==> config.mk <==
export PLATFORM = sky130hd
export DESIGN_NAME = dual_issue_fetch_queue
export DESIGN_NICKNAME = d
export VERILOG_FILES = /design/src/rtl/dual_issue_fetch_queue.sv
export SDC_FILE = /design/constraint.sdc
export NUM_CORES = 2
export LEC_CHECK = 0
export ABC_AREA = 1
export BUFFER_PORTS_ARGS = -buffer_cell sky130_fd_sc_hd__buf_2
export CORE_ASPECT_RATIO = 1.4
export CORE_MARGIN = 2
export CORE_UTILIZATION = 35
export DETAILED_ROUTE_END_ITERATION = 16
export GPL_ROUTABILITY_DRIVEN = 0
export REMOVE_ABC_BUFFERS = 1
export SLEW_MARGIN = 10
export SYNTH_ARGS = -nofsm -noshare
export SYNTH_HDL_FRONTEND = slang
export SYNTH_SLANG_ARGS = --single-unit
==> constraint.sdc <==
create_clock -name clk -period 7.3 [get_ports clk]
set_input_delay 1.46 -clock clk [delete_from_list [all_inputs] [get_ports clk]]
set_output_delay 1.46 -clock clk [all_outputs]
set_load 0.05 [all_outputs]
==> src/rtl/dual_issue_fetch_queue.sv <==
// Dual-issue fetch queue: accepts 0..2 sequential instructions/cycle, presents oldest two to decode.
// Latency 1 cycle push-to-head (no bypass); push_ready needs >=2 free entries, so an offered push is all-or-nothing.
module dual_issue_fetch_queue #(
  parameter int DEPTH = 8,
  parameter int AW    = 3
) (
  input  logic          clk,
  input  logic          reset,
  input  logic          flush,
  input  logic [1:0]    push_cnt,
  input  logic [31:0]   push_pc,
  input  logic [31:0]   push_instr_0,
  input  logic [31:0]   push_instr_1,
  output logic          push_ready,
  input  logic [1:0]    pop_cnt,
  output logic          head_valid_0,
  output logic          head_valid_1,
  output logic [31:0]   head_instr_0,
  output logic [31:0]   head_instr_1,
  output logic [31:0]   head_pc_0,
  output logic [31:0]   head_pc_1,
  output logic [AW:0]   count
);

  localparam int CW = AW + 1;

  typedef struct packed {
    logic [31:0] pc;
    logic [31:0] instr;
  } entry_t;

  entry_t        mem [DEPTH];
  logic [AW-1:0] rd;
  logic [AW-1:0] wr;
  logic [1:0]    push_n;
  logic [1:0]    pop_n;
  logic [1:0]    push_eff;
  logic [1:0]    pop_eff;
  entry_t        h0;
  entry_t        h1;

  // An encoding of 3 is meaningless on either side and is treated as no request.
  assign push_n = (push_cnt == 2'd3) ? 2'd0 : push_cnt;
  assign pop_n  = (pop_cnt  == 2'd3) ? 2'd0 : pop_cnt;

  assign push_ready = (count <= CW'(DEPTH - 2));
  assign push_eff   = push_ready ? push_n : 2'd0;

  always_comb begin
    pop_eff = 2'd0;
    if (count >= CW'(2))
      pop_eff = pop_n;
    else if (count == CW'(1))
      pop_eff = (pop_n != 2'd0) ? 2'd1 : 2'd0;
  end

  always_ff @(posedge clk or negedge reset) begin
    if (!reset) begin
      rd    <= '0;
      wr    <= '0;
      count <= '0;
    end else if (flush) begin
      rd    <= '0;
      wr    <= '0;
      count <= '0;
    end else begin
      rd    <= rd + AW'(pop_eff);
      wr    <= wr + AW'(push_eff);
      count <= count - CW'(pop_eff) + CW'(push_eff);
    end
  end

  // Storage is not reset or cleared on flush; head gating hides stale entries.
  always_ff @(posedge clk) begin
    if (!flush) begin
      if (push_eff != 2'd0)
        mem[wr] <= '{pc: push_pc, instr: push_instr_0};
      if (push_eff == 2'd2)
        mem[wr + AW'(1)] <= '{pc: push_pc + 32'd4, instr: push_instr_1};
    end
  end

  assign h0 = mem[rd];
  assign h1 = mem[rd + AW'(1)];

  assign head_valid_0 = (count != '0);
  assign head_valid_1 = (count >= CW'(2));
  assign head_instr_0 = head_valid_0 ? h0.instr : 32'd0;
  assign head_pc_0    = head_valid_0 ? h0.pc    : 32'd0;
  assign head_instr_1 = head_valid_1 ? h1.instr : 32'd0;
  assign head_pc_1    = head_valid_1 ? h1.pc    : 32'd0;

endmodule

==> results by stage <==
Status:
- The flow ran to the end, and the final reports show no timing, DRC or antenna violations.

Synth:
- Summing every instance area after synthesis gives 32400 um2.
- The synthesized flop and latch total is 522.
- The cell count after synthesis is 4259.
- Averaged over all synthesized cells, the footprint is 7.61 um2.
- After synthesis, the netlist uses 34 different library cells.
- Of the synthesized area, sequential elements account for 0.482.
- The total number of yosys warnings is 0.

Finish:
- The area added between synthesis and finish is 10.7%.
- After the last flow step, the layout net total stands at 4350.
- In the final layout, the share of cells above drive strength 1 is 0.107.
- The final instance area is 35900 um2.

Setup path:
- The critical path starts at rd[0]$_DFF_PN0_.
- The startpoint of the most critical register-to-register path is wr[0]$_DFF_PN0_.
- The worst setup path category is reg -> out.
- The critical path ends at head_pc_1[14].
- The worst register-to-register path ends at mem[4][5]$_DFFE_PP_.
- STA puts the critical path data required time at 5840 ps.
- The gate family responsible for the most delay along the worst path is buffers and inverters.
- In this design, the stage delay of the slowest critical-path cell is 780 ps.
- Traced cell by cell, the critical path runs through inv_8, buf_12, a21oi_1, o21ai_0, a21oi_1, nor3_1, buf_2.
- The maximum fanout along the worst path is 193.
- The number of cells on the worst reg-to-reg path is 9.
- The buffer and inverter count on the worst path is 3.
- In this run the number of cells on the critical path is 7.
- The slowest stage cell on the critical path is dfrtp_4.
- By instance count, the cell type seen most on the critical path is a21oi_1.
- STA classifies the critical path startpoint as a register.
- The element type at the critical path end is an output port.
- The arrival time at the worst endpoint is 4400 ps.
- The worst setup slack for register-to-register paths is 2960 ps.

Placed design:
- In this run the tool buffered the top-level ports with 237 buffer cells.
- The placed wire-length estimate is 66400 um.
- The post-placement cell area is 34200 um2.

CTS:
- The number of gates given a new drive strength after cts is 0.
- CTS built an H-tree with a depth of 2.
- The number of buffers created by CTS is 53.
- Clock latency on the worst-skew pair, taken at its later pin, is 630 ps.
- The clock transition at the register clock pins on the worst setup and hold paths after CTS is 60 ps.
- The clock sink count is 522.
- The clock root buffer is clkbuf_16.
- The total of hold buffers inserted after clock tree synthesis is 0.
- TritonCTS built the clock tree.
- After clock tree synthesis, the setup repair step added 0 buffers.
- The maximum buffer depth of the clock tree is 3.

Power:
- The leakage power of the design is 14.3 nW.
- Across the VDD grid, the largest voltage drop is 0.357 mV.
- The ratio of total power to cell area is 376 nW/um2.
- The total power of the final layout is 0.0135 W.

Floorplanning:
- During I/O placement, the number of pins put on the boundary was 238.
- The starting density of the core is 0.352.
- The placeable core region is 92200 um2.
- From left edge to right edge, the die measures 261 um.
- The area of the die is 95100 um2.
- The overall die height is 364 um.
- The number of cell rows is 132.

Detailed routing:
- The DRC marker count from the first detailed-route iteration is 2640.
- The mean routed wirelength per cell is 20.9 um.
- The number of vias after detailed routing is 29700.
- The count of nets left with antenna violations after detail routing is 0.
- The number of DRC violations after detailed routing is 0.
- The vias per cell is 5.41.
- The routed wire length is 115000 um.
- The first TritonRoute pass finished after 6 iterations.

Global route:
- The via count of the first global-routing pass is 27800.
- The total grt overflow is 0.
- The number of antenna violations at the first check in global routing is 10.
- For this run, the total global-route usage over all layers was measured as 0.237.
- The first global-routing pass estimated 171000 um of wire.
- Entering global routing, the biggest net connects 207 pins.

Timing:
- The final clock period utilization by the worst path is 0.802.
- The final critical delay including setup and external delays is 5860 ps.
- The maximum frequency from static timing analysis is 0.171 GHz.
- The number of hold violations in the final report is 0.
- The worst pin sits at a relative slew slack of 0.129.
- Setup violations remaining at the end of the flow were counted as 0.
- The total count of max-transition violations in the final report is 0.
- Setup repair after global routing left no endpoint under its margin.
- The post-route clock skew is 27.0 ps.
- The pin slew with the least headroom to its limit is 1300 ps.

Run:
- The reported max-cap violation count is 0.

Worst hold path:
- The classification of the worst-slack hold path is reg -> reg.
## worst min path at each step
stage,from,to,slack (ps),cells after the start
2_1_floorplan,wr[2]$_DFF_PN0_,wr[2]$_DFF_PN0_,680,2
3_3_place_gp,count[0]$_DFF_PN0_,count[0]$_DFF_PN0_,690,3
3_5_place_dp,count[0]$_DFF_PN0_,count[0]$_DFF_PN0_,700,3
4_1_cts,reset,rd[0]$_DFF_PN0_,690,1
5_1_grt,reset,rd[0]$_DFF_PN0_,710,1
6_report,count[0]$_DFF_PN0_,count[0]$_DFF_PN0_,700,3
## per-layer routing
metal | GRT usage | vias up | wire [um]
li1 | - | 14200 | -
met1 | 0.287 | 14000 | 45000
met2 | 0.417 | 1130 | 57500
met3 | 0.0268 | 262 | 7010
met4 | 0.112 | 6 | 5160
met5 | 0 | - | 36
## state kept, by name, indices dropped and copies added, names as in the netlist
signal and flops:
mem 512, count 4, rd 3, wr 3
## report_power, final
group | internal (W) | switching, W | total, W
combinational | 0.00161 | 0.00554 | 0.00715
sequential | 0.00348 | 0.000129 | 0.00361
clock | 0.00153 | 0.00122 | 0.00275
## tightest hold or removal path, delay by kind of cell, from the launching register on
family / cells / cell delay [ps]
simple gates: 1 / 70
flops: 1 / 400
buf+inv: 1 / 30
fa+ha+maj: 1 / 150
## cells in the mapped netlist
master    number  share of area
and2_1         2        0.00039
buf_6          2        0.00069
o211ai_1      64          0.015
buf_1         47         0.0054
ha_1          13         0.0050
inv_1        278          0.032
o21ai_0      747           0.12
nand3b_1       3        0.00069
nand3_4        1        0.00054
nor2_1       305          0.035
nor2_4         4         0.0014
nand3_2        4         0.0012
nand3_1      200          0.031
o22ai_1        2        0.00039
o21bai_1       3        0.00069
nor2_2         7         0.0014
a21oi_1      385          0.059
or2_2         64          0.012
buf_4          3        0.00069
xor2_1        22         0.0059
xnor2_1        2        0.00054
clkbuf_1     187          0.022
nand2_2        1        0.00019
o21ai_1        5        0.00077
nand2_1     1184           0.14
nor3_1        64         0.0099
inv_2          8        0.00093
buf_2        101          0.016
edfxtp_1     512           0.47
clkbuf_2      23         0.0036
a21o_1         1        0.00023
dfrtp_1       10         0.0077
fa_1           4         0.0025
o31ai_1        1        0.00023
## metrics by stage
| stage | cells | setup TNS, ps | setup slack (ps) | util | hold slack, ps |
|---|---|---|---|---|---|
| detailed placement | 5381 | 0 | 2150 | 0.371 | 696 |
| CTS | 5479 | 0 | 1530 | 0.389 | 687 |
| global placement | 5381 | 0 | 2190 | 0.371 | 688 |
| global route | 5484 | 0 | 1300 | 0.389 | 709 |
| floorplan | 3896 | -2137170 | -16830 | - | 679 |
| finish | 5484 | 0 | 1440 | 0.389 | 696 |
## cell families (layout without fill, tap and decap cells)
logic type | Yosys count | after routing | share of synthesized area
and+or+nand+nor | 1839 | 1839 | 0.231
buffers and inverters | 649 | 663 | 0.0808
xor gates and xnor gates | 24 | 24 | 0.00648
AOI/OAI and AO/OA | 1208 | 1208 | 0.192
other | 0 | 5 | 0
adders and majority gates | 17 | 17 | 0.00749
DFF | 522 | 522 | 0.482
## placed cells by master (no fill, tap or decap), drive strengths merged
cell type,Yosys,final
o21ai,752,752
nand3b,3,3
bufinv,0,5
o21bai,3,3
nor2,316,316
nand3,205,205
xor2,22,22
ha,13,13
buf,153,279
a21oi,385,385
edfxtp,512,512
clkinvlp,0,2
inv,286,281
o22ai,2,2
xnor2,2,2
dfrtp,10,10
clkinv,0,32
diode,0,5
o211ai,64,64
fa,4,4
or2,64,64
and2,2,2
nand2,1185,1185
o31ai,1,1
clkbuf,210,64
nor3,64,64
a21o,1,1
## final cells by class
cell class / instances / area [um2]
timing repair buffer: 279 / 1610
tap: 1206 / 1510
antenna: 5 / 12.5
fill: 9441 / 56300
inverter: 286 / 1090
clock inverter: 34 / 292
clock buffer: 64 / 1390
sequential: 522 / 15600
multi-input combinational: 3088 / 14400
Note: power is estimated with default switching activity, not from simulation.
